**config.mk**
```make
export PLATFORM = sky130hd
export DESIGN_NAME = rf_write_arbiter_flat
export DESIGN_NICKNAME = d
export VERILOG_FILES = /design/src/rtl/rf_write_arbiter_if.sv /design/src/rtl/rf_write_arbiter.sv /design/src/flat_wrapper.sv
export SDC_FILE = /design/constraint.sdc
export NUM_CORES = 1
export LEC_CHECK = 0
export ABC_CLOCK_PERIOD_IN_PS = 8200
export CAP_MARGIN = 40
export CORE_ASPECT_RATIO = 1.75
export CORE_MARGIN = 3
export CORE_UTILIZATION = 50
export DETAILED_ROUTE_END_ITERATION = 6
export PLACE_DENSITY = 0.72
export SYNTH_ARGS = -nofsm -noshare
export SYNTH_HDL_FRONTEND = slang
export SYNTH_HIERARCHICAL = 1
export SYNTH_SLANG_ARGS = --single-unit
```
**constraint.sdc**
```tcl
create_clock -name clk -period 8.2 [get_ports clk]
set_clock_uncertainty 0.1 [all_clocks]
set_input_delay 1.23 -clock clk [delete_from_list [all_inputs] [get_ports clk]]
set_output_delay 1.23 -clock clk [all_outputs]
set_load 0.01 [all_outputs]
```
**src/rtl/rf_write_arbiter_if.sv**
```systemverilog
// Bundle for the write-port arbiter: two writeback requesters, the register-file
// write port, the decode hazard query and the collision flag.
interface rf_write_arbiter_if #(
    parameter int DATA_W = 16,
    parameter int ADDR_W = 3
);
    logic              a_valid;
    logic              a_ready;
    logic [ADDR_W-1:0] a_addr;
    logic [DATA_W-1:0] a_data;
    logic              b_valid;
    logic              b_ready;
    logic [ADDR_W-1:0] b_addr;
    logic [DATA_W-1:0] b_data;
    logic              rf_we;
    logic [ADDR_W-1:0] rf_waddr;
    logic [DATA_W-1:0] rf_wdata;
    logic [ADDR_W-1:0] rd_add_1;
    logic [ADDR_W-1:0] rd_add_2;
    logic              hazard_1;
    logic              hazard_2;
    logic              collision;

    modport master (
        output a_valid, a_addr, a_data,
        output b_valid, b_addr, b_data,
        output rd_add_1, rd_add_2,
        input  a_ready, b_ready,
        input  rf_we, rf_waddr, rf_wdata,
        input  hazard_1, hazard_2, collision
    );

    modport slave (
        input  a_valid, a_addr, a_data,
        input  b_valid, b_addr, b_data,
        input  rd_add_1, rd_add_2,
        output a_ready, b_ready,
        output rf_we, rf_waddr, rf_wdata,
        output hazard_1, hazard_2, collision
    );
endinterface

```
**src/rtl/rf_write_arbiter.sv**
```systemverilog
// Round-robin arbiter sharing one register-file write port between ALU and load
// writeback, with per-source queues, decode hazard flags and a sticky collision flag.
module rf_write_arbiter_queue #(
    parameter int DATA_W     = 16,
    parameter int ADDR_W     = 3,
    parameter int FIFO_DEPTH = 2
) (
    input  logic              clk,
    input  logic              reset,
    input  logic              push,
    input  logic [ADDR_W-1:0] push_addr,
    input  logic [DATA_W-1:0] push_data,
    input  logic              pop,
    input  logic [ADDR_W-1:0] q1_addr,
    input  logic [ADDR_W-1:0] q2_addr,
    input  logic [ADDR_W-1:0] q3_addr,
    output logic              full,
    output logic              empty,
    output logic [ADDR_W-1:0] head_addr,
    output logic [DATA_W-1:0] head_data,
    output logic              q1_hit,
    output logic              q2_hit,
    output logic              q3_hit
);
    localparam int IDX_W = $clog2(FIFO_DEPTH);
    localparam int PTR_W = IDX_W + 1;

    logic [ADDR_W-1:0] mem_addr [FIFO_DEPTH];
    logic [DATA_W-1:0] mem_data [FIFO_DEPTH];
    logic [PTR_W-1:0]  wr_ptr;
    logic [PTR_W-1:0]  rd_ptr;
    logic [PTR_W-1:0]  count;
    logic [FIFO_DEPTH-1:0] slot_vld;

    assign count     = wr_ptr - rd_ptr;
    assign full      = (count == PTR_W'(FIFO_DEPTH));
    assign empty     = (count == '0);
    assign head_addr = mem_addr[rd_ptr[IDX_W-1:0]];
    assign head_data = mem_data[rd_ptr[IDX_W-1:0]];

    // A slot holds a live entry when its distance from the head is below the fill count.
    for (genvar g = 0; g < FIFO_DEPTH; g++) begin : g_slot
        logic [IDX_W-1:0] slot_off;
        assign slot_off    = IDX_W'(g) - rd_ptr[IDX_W-1:0];
        assign slot_vld[g] = ({1'b0, slot_off} < count);
    end

    always_comb begin
        q1_hit = 1'b0;
        q2_hit = 1'b0;
        q3_hit = 1'b0;
        for (int i = 0; i < FIFO_DEPTH; i++) begin
            if (slot_vld[i] && (mem_addr[i] == q1_addr)) q1_hit = 1'b1;
            if (slot_vld[i] && (mem_addr[i] == q2_addr)) q2_hit = 1'b1;
            if (slot_vld[i] && (mem_addr[i] == q3_addr)) q3_hit = 1'b1;
        end
    end

    always_ff @(posedge clk or posedge reset) begin
        if (reset) begin
            wr_ptr <= '0;
            rd_ptr <= '0;
        end else begin
            if (push) wr_ptr <= wr_ptr + PTR_W'(1);
            if (pop)  rd_ptr <= rd_ptr + PTR_W'(1);
        end
    end

    always_ff @(posedge clk) begin
        if (push) begin
            mem_addr[wr_ptr[IDX_W-1:0]] <= push_addr;
            mem_data[wr_ptr[IDX_W-1:0]] <= push_data;
        end
    end
endmodule

module rf_write_arbiter #(
    parameter int DATA_W     = 16,
    parameter int ADDR_W     = 3,
    parameter int FIFO_DEPTH = 2
) (
    input logic               clk,
    input logic               reset,
    rf_write_arbiter_if.slave bus
);
    logic              a_full, a_empty, b_full, b_empty;
    logic              push_a, push_b, grant_a, grant_b;
    logic [ADDR_W-1:0] a_head_addr, b_head_addr;
    logic [DATA_W-1:0] a_head_data, b_head_data;
    logic              a_hit_1, a_hit_2, a_hit_b;
    logic              b_hit_1, b_hit_2, b_hit_a;
    logic              rr_b_next;

    rf_write_arbiter_queue #(
        .DATA_W(DATA_W), .ADDR_W(ADDR_W), .FIFO_DEPTH(FIFO_DEPTH)
    ) u_queue_a (
        .clk(clk), .reset(reset),
        .push(push_a), .push_addr(bus.a_addr), .push_data(bus.a_data),
        .pop(grant_a),
        .q1_addr(bus.rd_add_1), .q2_addr(bus.rd_add_2), .q3_addr(bus.b_addr),
        .full(a_full), .empty(a_empty),
        .head_addr(a_head_addr), .head_data(a_head_data),
        .q1_hit(a_hit_1), .q2_hit(a_hit_2), .q3_hit(a_hit_b)
    );

    rf_write_arbiter_queue #(
        .DATA_W(DATA_W), .ADDR_W(ADDR_W), .FIFO_DEPTH(FIFO_DEPTH)
    ) u_queue_b (
        .clk(clk), .reset(reset),
        .push(push_b), .push_addr(bus.b_addr), .push_data(bus.b_data),
        .pop(grant_b),
        .q1_addr(bus.rd_add_1), .q2_addr(bus.rd_add_2), .q3_addr(bus.a_addr),
        .full(b_full), .empty(b_empty),
        .head_addr(b_head_addr), .head_data(b_head_data),
        .q1_hit(b_hit_1), .q2_hit(b_hit_2), .q3_hit(b_hit_a)
    );

    // Ready looks at full only, so a full queue never accepts even while draining.
    assign bus.a_ready = ~a_full;
    assign bus.b_ready = ~b_full;
    assign push_a      = bus.a_valid & ~a_full;
    assign push_b      = bus.b_valid & ~b_full;

    assign grant_a = ~a_empty & (b_empty | ~rr_b_next);
    assign grant_b = ~b_empty & ~grant_a;

    assign bus.hazard_1 = a_hit_1 | b_hit_1 | (bus.rf_we & (bus.rf_waddr == bus.rd_add_1));
    assign bus.hazard_2 = a_hit_2 | b_hit_2 | (bus.rf_we & (bus.rf_waddr == bus.rd_add_2));

    always_ff @(posedge clk or posedge reset) begin
        if (reset) begin
            bus.rf_we     <= 1'b0;
            bus.rf_waddr  <= '0;
            bus.rf_wdata  <= '0;
            bus.collision <= 1'b0;
            rr_b_next     <= 1'b0;
        end else begin
            bus.rf_we <= grant_a | grant_b;
            if (grant_a) begin
                bus.rf_waddr <= a_head_addr;
                bus.rf_wdata <= a_head_data;
            end else if (grant_b) begin
                bus.rf_waddr <= b_head_addr;
                bus.rf_wdata <= b_head_data;
            end
            // Pointer only moves when both sources actually contend.
            if (~a_empty & ~b_empty) rr_b_next <= grant_a;
            if ((push_a & b_hit_a) | (push_b & a_hit_b) |
                (push_a & push_b & (bus.a_addr == bus.b_addr)))
                bus.collision <= 1'b1;
        end
    end
endmodule
```
**src/flat_wrapper.sv**
```systemverilog
// flat-port wrapper written by rule: the top's interface ports become plain ports
module rf_write_arbiter_flat 
#(
    parameter int DATA_W     = 16,
    parameter int ADDR_W     = 3,
    parameter int FIFO_DEPTH = 2
)
  (clk, reset, bus_a_valid, bus_a_addr, bus_a_data, bus_b_valid, bus_b_addr, bus_b_data, bus_rd_add_1, bus_rd_add_2, bus_a_ready, bus_b_ready, bus_rf_we, bus_rf_waddr, bus_rf_wdata, bus_hazard_1, bus_hazard_2, bus_collision);
  rf_write_arbiter_if #(.DATA_W(DATA_W), .ADDR_W(ADDR_W)) bus_i ();
  input logic clk;
  input logic reset;
  input wire logic [$bits(bus_i.a_valid)-1:0] bus_a_valid;
  input wire logic [$bits(bus_i.a_addr)-1:0] bus_a_addr;
  input wire logic [$bits(bus_i.a_data)-1:0] bus_a_data;
  input wire logic [$bits(bus_i.b_valid)-1:0] bus_b_valid;
  input wire logic [$bits(bus_i.b_addr)-1:0] bus_b_addr;
  input wire logic [$bits(bus_i.b_data)-1:0] bus_b_data;
  input wire logic [$bits(bus_i.rd_add_1)-1:0] bus_rd_add_1;
  input wire logic [$bits(bus_i.rd_add_2)-1:0] bus_rd_add_2;
  output wire logic [$bits(bus_i.a_ready)-1:0] bus_a_ready;
  output wire logic [$bits(bus_i.b_ready)-1:0] bus_b_ready;
  output wire logic [$bits(bus_i.rf_we)-1:0] bus_rf_we;
  output wire logic [$bits(bus_i.rf_waddr)-1:0] bus_rf_waddr;
  output wire logic [$bits(bus_i.rf_wdata)-1:0] bus_rf_wdata;
  output wire logic [$bits(bus_i.hazard_1)-1:0] bus_hazard_1;
  output wire logic [$bits(bus_i.hazard_2)-1:0] bus_hazard_2;
  output wire logic [$bits(bus_i.collision)-1:0] bus_collision;
  assign bus_i.a_valid = bus_a_valid;
  assign bus_i.a_addr = bus_a_addr;
  assign bus_i.a_data = bus_a_data;
  assign bus_i.b_valid = bus_b_valid;
  assign bus_i.b_addr = bus_b_addr;
  assign bus_i.b_data = bus_b_data;
  assign bus_i.rd_add_1 = bus_rd_add_1;
  assign bus_i.rd_add_2 = bus_rd_add_2;
  assign bus_a_ready = bus_i.a_ready;
  assign bus_b_ready = bus_i.b_ready;
  assign bus_rf_we = bus_i.rf_we;
  assign bus_rf_waddr = bus_i.rf_waddr;
  assign bus_rf_wdata = bus_i.rf_wdata;
  assign bus_hazard_1 = bus_i.hazard_1;
  assign bus_hazard_2 = bus_i.hazard_2;
  assign bus_collision = bus_i.collision;
  rf_write_arbiter #(.DATA_W(DATA_W), .ADDR_W(ADDR_W), .FIFO_DEPTH(FIFO_DEPTH)) u_core (.clk(clk), .reset(reset), .bus(bus_i));
endmodule
```
==> key figures, run 1 <==
Run status
  • Run status: completed

Clock tree
  • TritonCTS clock tree: yes
  • Clock Path Buffers: 2
  • Clock latency on the worst-skew pair: approximately 330 ps
  • CTS Hold Buffers Added: 0
  • Worst-path clk slew: 60 ps
  • Root Buffer: clkbuf_16
  • # H-tree levels: 3
  • Post CTS Setup Buffer Count: 0
  • CTS Buf Count: 9
  • CTS Sinks: roughly 110
  • CTS resizes: 0

Critical path
  • Kind of end point of the critical path: primary output
  • Worst Setup Start Kind: input pin
  • Setup CP Type: in2out
  • Arrival @ worst endpoint: about 3000 ps
  • CP Max Fanout: 5
  • Crit path required time: between 6000 and 7000 ps

Power and ir drop
  • Peak supply drop: 0.000273 V
  • PwrDens: roughly 440 nW/µm²
  • Leakage Power: 2.27 nW

STA
  • Hold slack final: roughly 380 ps
  • Final Max Slew Viols: 0
  • Actual slew at the worst max-slew pin: 862 ps
  • Final setup fails: 0
  • Slew Limit Headroom: between 40% and 50%
  • Maximum clock rate: between 0.2 and 0.25 GHz
  • RSZ-0062 raised after global routing: false
  • Setup TNS: 0 ps
  • Post-layout minimum cycle time: 4330 ps
  • Final worst path period share: between 50% and 60%
  • Fin. Hold Viols: 0

Floorplan
  • FP Rows: 46
  • Die area: 10800 µm²
  • Die Y: between 100 and 150 µm
  • Boundary Pins: 73
  • Die X: roughly 80 µm
  • Initial Util: 51.9%
  • Core area: just over 9000 µm²

GRT
  • Total GRT Usage: around a fifth
  • Vias in the first global route: 3030
  • Initial antenna violation count: 0
  • Congestion Overflow GR: 0
  • Largest net degree at the start of global routing: 24
  • First-pass GRT wire length: 15.9 mm

Final layout
  • Fillers: 707
  • Layout cell share with drive strength beyond 1: approximately a fifth
  • Area growth syn-to-layout: 25.8%
  • Non-Filler Instances: between 500 and 600
  • Final net count: around 440
  • ANT cells: 0

Drt
  • Met3 WL: 364 µm
  • Vias per std cell: about 5.5
  • # DRC: 0
  • Met1 WL: 3.81 mm
  • Vias after detailed routing: between 2000 and 3000
  • Initial DRT Pass Iterations: 4
  • Final WL: around 10 mm
  • Max Used Layer: met4
  • Post-route ant nets: 0
  • Metal2 WL: 5.54 mm
  • Drt wl/cell: around 20 µm
  • Initial drt markers: 167

Hold path
  • HP Class: reg2reg

Synthesis
  • Unique cell type count in the Yosys netlist: 27
  • Syn. warnings: 6
  • Syn Nets: around 360
  • Mapped Area: about 4800 µm²
  • Post-Synthesis Cells: around 310
  • Seq/Total Area, Yosys: 63.5%
  • Syn_area_per_cell: approximately 16 µm²
  • FF+latch count, synth: between 100 and 150

Placement
  • Port Buffer Count: slightly above 70
  • GPL Wtd Cong: between 0.8 and 0.9
  • DP HPWL: 7.30 mm
  • Placed cells: 499

Job
  • Maxcap violations: 0
## per-layer routing
layer	global-route usage, %	vias to the layer above
met1	21.9	1397
met2	35.9	76
met4	10.7	0
met5	0	-
li1	-	1322
met3	4.19	25
## layout make-up
type	count	area (µm²)	share of cell area, %
sequential	106	3030	50.4
multi-input combinational	179	1610	26.8
timing repair buffer	82	887	14.8
clock buffer	12	258	4.29
tap	120	150	2.50
inverter	12	45.0	0.749
clock inverter	4	26.3	0.437
## sequential cells by signal (all words and copies together), names as in the netlist, 3 cells and up
name,flops
u_core/u_queue_a/mem_data,32
u_core/u_queue_b/mem_data,32
u_core/bus.rf_wdata,16
u_core/u_queue_a/mem_addr,6
u_core/u_queue_b/mem_addr,6
u_core/bus.rf_waddr,3
## power breakdown
part / switching (mW) / internal (mW) / total (mW)
clock: 0.176 / 0.224 / 0.400
combinational: 0.671 / 0.639 / 1.31
sequential: 0.128 / 0.822 / 0.950
## cells in the final DEF (no fill, tap or decap), types with 5 or more instances in the layout
cell type	Yosys	final
nand4_1	8	8
mux2_2	38	38
clkbuf_16	0	10
inv_1	12	12
a221o_1	19	19
dfrtp_1	30	30
xnor2_1	31	31
nand2_1	5	5
ha_1	6	6
xor2_1	25	25
edfxtp_1	76	76
clkdlybuf4s50_1	0	72
o41ai_2	6	6
and3_1	18	18
## worst max-delay path, stage by stage
cell and delay (ps):
clkdlybuf4s50_1 540, xor2_1 210, o41ai_2 330, nor2_1 100
nand2_1 60, clkdlybuf4s50_1 530
## final timing paths
path | from | end | slack, ps | depth (start not counted)
max | bus_rd_add_1[2] | bus_hazard_1 | 3870 | 6
min | u_core/bus.collision | u_core/bus.collision | 380 | 1
max reg2reg | u_core/u_queue_a/rd_ptr[0] | u_core/u_queue_b/rd_ptr[1] | 5170 | 8
min reg2reg | u_core/bus.collision | u_core/bus.collision | 380 | 1
max in group asynchronous | reset | u_core/bus.rf_wdata[0] | 6460 | 3
min in group asynchronous | reset | u_core/u_queue_b/wr_ptr[0] | 1090 | 2
## kinds of logic (layout without fill, tap and decap cells)
logic type	after synthesis	count (layout)	synth area share, %
mux	39	39	9.16
simple gates	49	49	5.89
flops	106	106	63.5
compound gates	29	29	6.73
xor+xnor	56	56	10.3
fa+ha+maj	6	6	1.57
buf+inv	23	110	2.93
## stage by stage
| stage | util, % | power [mW] | worst slack (ps) | area, µm² |
|---|---|---|---|---|
| 3_3_place_gp | 60.7 | 2.17 | 3890 | 5590 |
| 2_1_floorplan | - | 1.80 | 5040 | 4780 |
| 6_report | 65.3 | 2.66 | 3870 | 6010 |
| 5_1_grt | 65.3 | 2.83 | 3770 | 6010 |
| 3_5_place_dp | 62.2 | 2.28 | 3870 | 5730 |
| 4_1_cts | 65.3 | 2.70 | 3860 | 6010 |
## synth_stat cells
cell type / number / area share [%]
mux2i_1: 1 / 0.21
and2_1: 4 / 0.52
xor2_1: 25 / 4.6
nand2_1: 5 / 0.39
nor3_1: 2 / 0.21
a21oi_2: 1 / 0.18
a221o_1: 19 / 4.0
inv_1: 12 / 0.94
buf_4: 1 / 0.16
buf_2: 1 / 0.10
o41ai_2: 6 / 2.0
buf_6: 5 / 1.2
nor2_1: 4 / 0.31
ha_1: 6 / 1.6
o21a_1: 1 / 0.16
mux2_2: 38 / 9.0
a41o_1: 1 / 0.21
and3_1: 18 / 2.4
or2_2: 2 / 0.26
nand4_1: 8 / 1.0
nor2b_1: 6 / 0.79
xnor2_1: 31 / 5.7
clkbuf_1: 3 / 0.24
edfxtp_1: 76 / 48
buf_8: 1 / 0.31
dfrtp_1: 30 / 16
a211oi_1: 1 / 0.16
Power figures use the tool's default switching activity.
==> run 2, diff against run 1 <==
Settings changed: ABC_CLOCK_PERIOD_IN_PS 8200 to 3700, CORE_UTILIZATION 50 to 49, PLACE_DENSITY 0.72 to 0.73.
Clock period 8.2 ns to 3.7 ns, I/O delays scaled along.
==> run 2 against run 1 <==
Effect of this change: non-clock buffer count increased by 2; sequential share of layout area rose by 0.14 points; worst hold slack worse by 13 ps; first-iteration DRC count down 9.6%; critical endpoint unchanged; clock power rose by 140%.
==> key figures, run 2 (synthesized netlist as in run 1, its figures left out) <==
Run status
  • Run status: completed

Floorplan
  • Boundary Pins: between 70 and 80
  • Die area: around 11000 µm²
  • Die Y: 137 µm
  • FP Rows: 47
  • Die X: 80.7 µm
  • Initial Util: 50.5%
  • Core area: between 9000 and 10000 µm²

STA
  • Actual slew at the worst max-slew pin: roughly 420 ps
  • Final setup fails: 0
  • Slew Limit Headroom: a little under three quarters
  • Final Max Slew Viols: 0
  • Post-layout minimum cycle time: approximately 3300 ps
  • Fin. Hold Viols: 0
  • RSZ-0062 raised after global routing: false
  • Setup TNS: 0 ps
  • Maximum clock rate: between 0.3 and 0.4 GHz
  • Hold slack final: around 370 ps
  • Final worst path period share: approximately nine tenths

Drt
  • Post-route ant nets: 0
  • Initial drt markers: about 150
  • Vias after detailed routing: between 2000 and 3000
  • Initial DRT Pass Iterations: 4
  • # DRC: 0
  • Drt wl/cell: around 20 µm
  • Final WL: about 11 mm
  • Vias per std cell: between 5 and 6

Placement
  • Port Buffer Count: 72
  • GPL Wtd Cong: between 0.8 and 0.9
  • Placed cells: between 500 and 600
  • DP HPWL: between 7 and 8 mm
  • Area after DPL: 5680 µm²

Clock tree
  • Clock latency on the worst-skew pair: ~340 ps
  • CTS Hold Buffers Added: 0
  • CTS resizes: 0
  • CTS Buf Count: 9
  • TritonCTS clock tree: yes
  • Worst-path clk slew: approximately 70 ps
  • Clock Path Buffers: 2
  • # H-tree levels: 3
  • Post CTS Setup Buffer Count: 0
  • Root Buffer: clkbuf_16
  • CTS Sinks: between 100 and 150

Critical path
  • Crit path required time: a little over 3000 ps
  • Worst reg-to-reg setup slack: about 1000 ps
  • CP Max Fanout: 5
  • Reg2reg start: u_core/u_queue_a/wr_ptr[0]
  • FF-to-FF End: u_core/u_queue_a/mem_data[1][14]
  • Arrival @ worst endpoint: between 2000 and 3000 ps
  • Setup CP Type: reg2out
  • R2R depth: 8
  • Worst Setup Start Kind: flop
  • Kind of end point of the critical path: primary output

GRT
  • Initial antenna violation count: 0
  • Largest net degree at the start of global routing: 25
  • First-pass GRT wire length: 16.5 mm
  • Total GRT Usage: between 20% and 30%
  • Congestion Overflow GR: 0
  • Vias in the first global route: between 3000 and 4000

Power and ir drop
  • PwrDens: between 900 and 1000 nW/µm²
  • Peak supply drop: between 0.0004 and 0.0005 V
  • Leakage Power: 2.28 nW

Final layout
  • Commonest non-fill, non-tap cell in the layout: edfxtp_1
  • Non-Filler Instances: around 520
  • Most frequent cells in the layout: edfxtp_1 (76), clkdlybuf4s50_1 (72), mux2_2 (38)
  • ANT cells: 0
  • Post-route cell area: ~6000 µm²
  • Final net count: around 450
  • Layout cell share with drive strength beyond 1: 18.9%
  • Post-Route Utilization: between 60% and 70%
  • Area growth syn-to-layout: 25.5%

Hold path
  • HP Class: in2async

Job
  • Maxcap violations: 0
## run 2: cell count changes in the layout (fill, tap and decap cells not counted)
cell | before | now
buf_4 | 4 | 10
buf_16 | 4 | 1
clkbuf_8 | 0 | 2
clkinv_2 | 2 | 0
buf_6 | 1 | 0
clkbuf_1 | 2 | 3
clkbuf_16 | 10 | 11
clkinv_4 | 1 | 0
clkinvlp_4 | 1 | 0
## run 2: critical path: stages (launching register included)
cell and delay, ps:
dfrtp_1 450, inv_1 90, ha_1 140, inv_1 40, ha_1 310, or2_2 350
nand4_1 100, o41ai_2 70, nor2_1 170, nand2_1 70, clkdlybuf4s50_1 470
## run 2: final cells by class
type | instances | area, µm²
fillers | 748 | 3470
flip-flops and latches | 106 | 3030
multi-input cells | 179 | 1610
repair buffers | 84 | 838
clock buffers | 16 | 314
well taps | 122 | 153
inverters | 12 | 45.0
## run 2: how the worst max path moves through the flow
| stage | endpoint | slack, ps | cells after the start | from |
|---|---|---|---|---|
| 2_1_floorplan | u_core/u_queue_b/mem_addr[0][0] | 970 | 7 | u_core/u_queue_b/wr_ptr[0] |
| 5_1_grt | bus_hazard_1 | 330 | 10 | u_core/u_queue_a/wr_ptr[0] |
| 6_report | bus_hazard_1 | 440 | 10 | u_core/u_queue_a/wr_ptr[0] |
| 3_5_place_dp | bus_hazard_1 | 720 | 6 | bus_rd_add_1[2] |
| 3_3_place_gp | bus_hazard_1 | 740 | 6 | bus_rd_add_1[2] |
| 4_1_cts | bus_hazard_1 | 440 | 10 | u_core/u_queue_a/wr_ptr[0] |
## run 2: through the flow
step           power, mW  worst slack (ps)
6_report            5.95               443
5_1_grt             6.31               329
4_1_cts             6.02               438
3_5_place_dp        5.03               715
3_3_place_gp        4.91               741
2_1_floorplan       3.99               973
## run 2: power breakdown
part / internal [mW] / total (mW) / switching, mW
combinational: 1.38 / 2.90 / 1.52
clock: 0.577 / 0.968 / 0.391
sequential: 1.82 / 2.08 / 0.257
## run 2: routing by layer
| metal | vias up | wire [µm] | global-route usage (%) |
|---|---|---|---|
| met5 | - | 0 | 0 |
| met2 | 74 | 5930 | 37.7 |
| met1 | 1391 | 3920 | 22.7 |
| met3 | 21 | 355 | 3.95 |
| met4 | 0 | 334 | 9.77 |
| li1 | 1325 | - | - |
==> run 3, diff against run 2 <==
Settings changed: SETUP_SLACK_MARGIN set to 0.05.
==> results of run 3 <==
Final layout, timing and power as in run 2 (identical DEF).
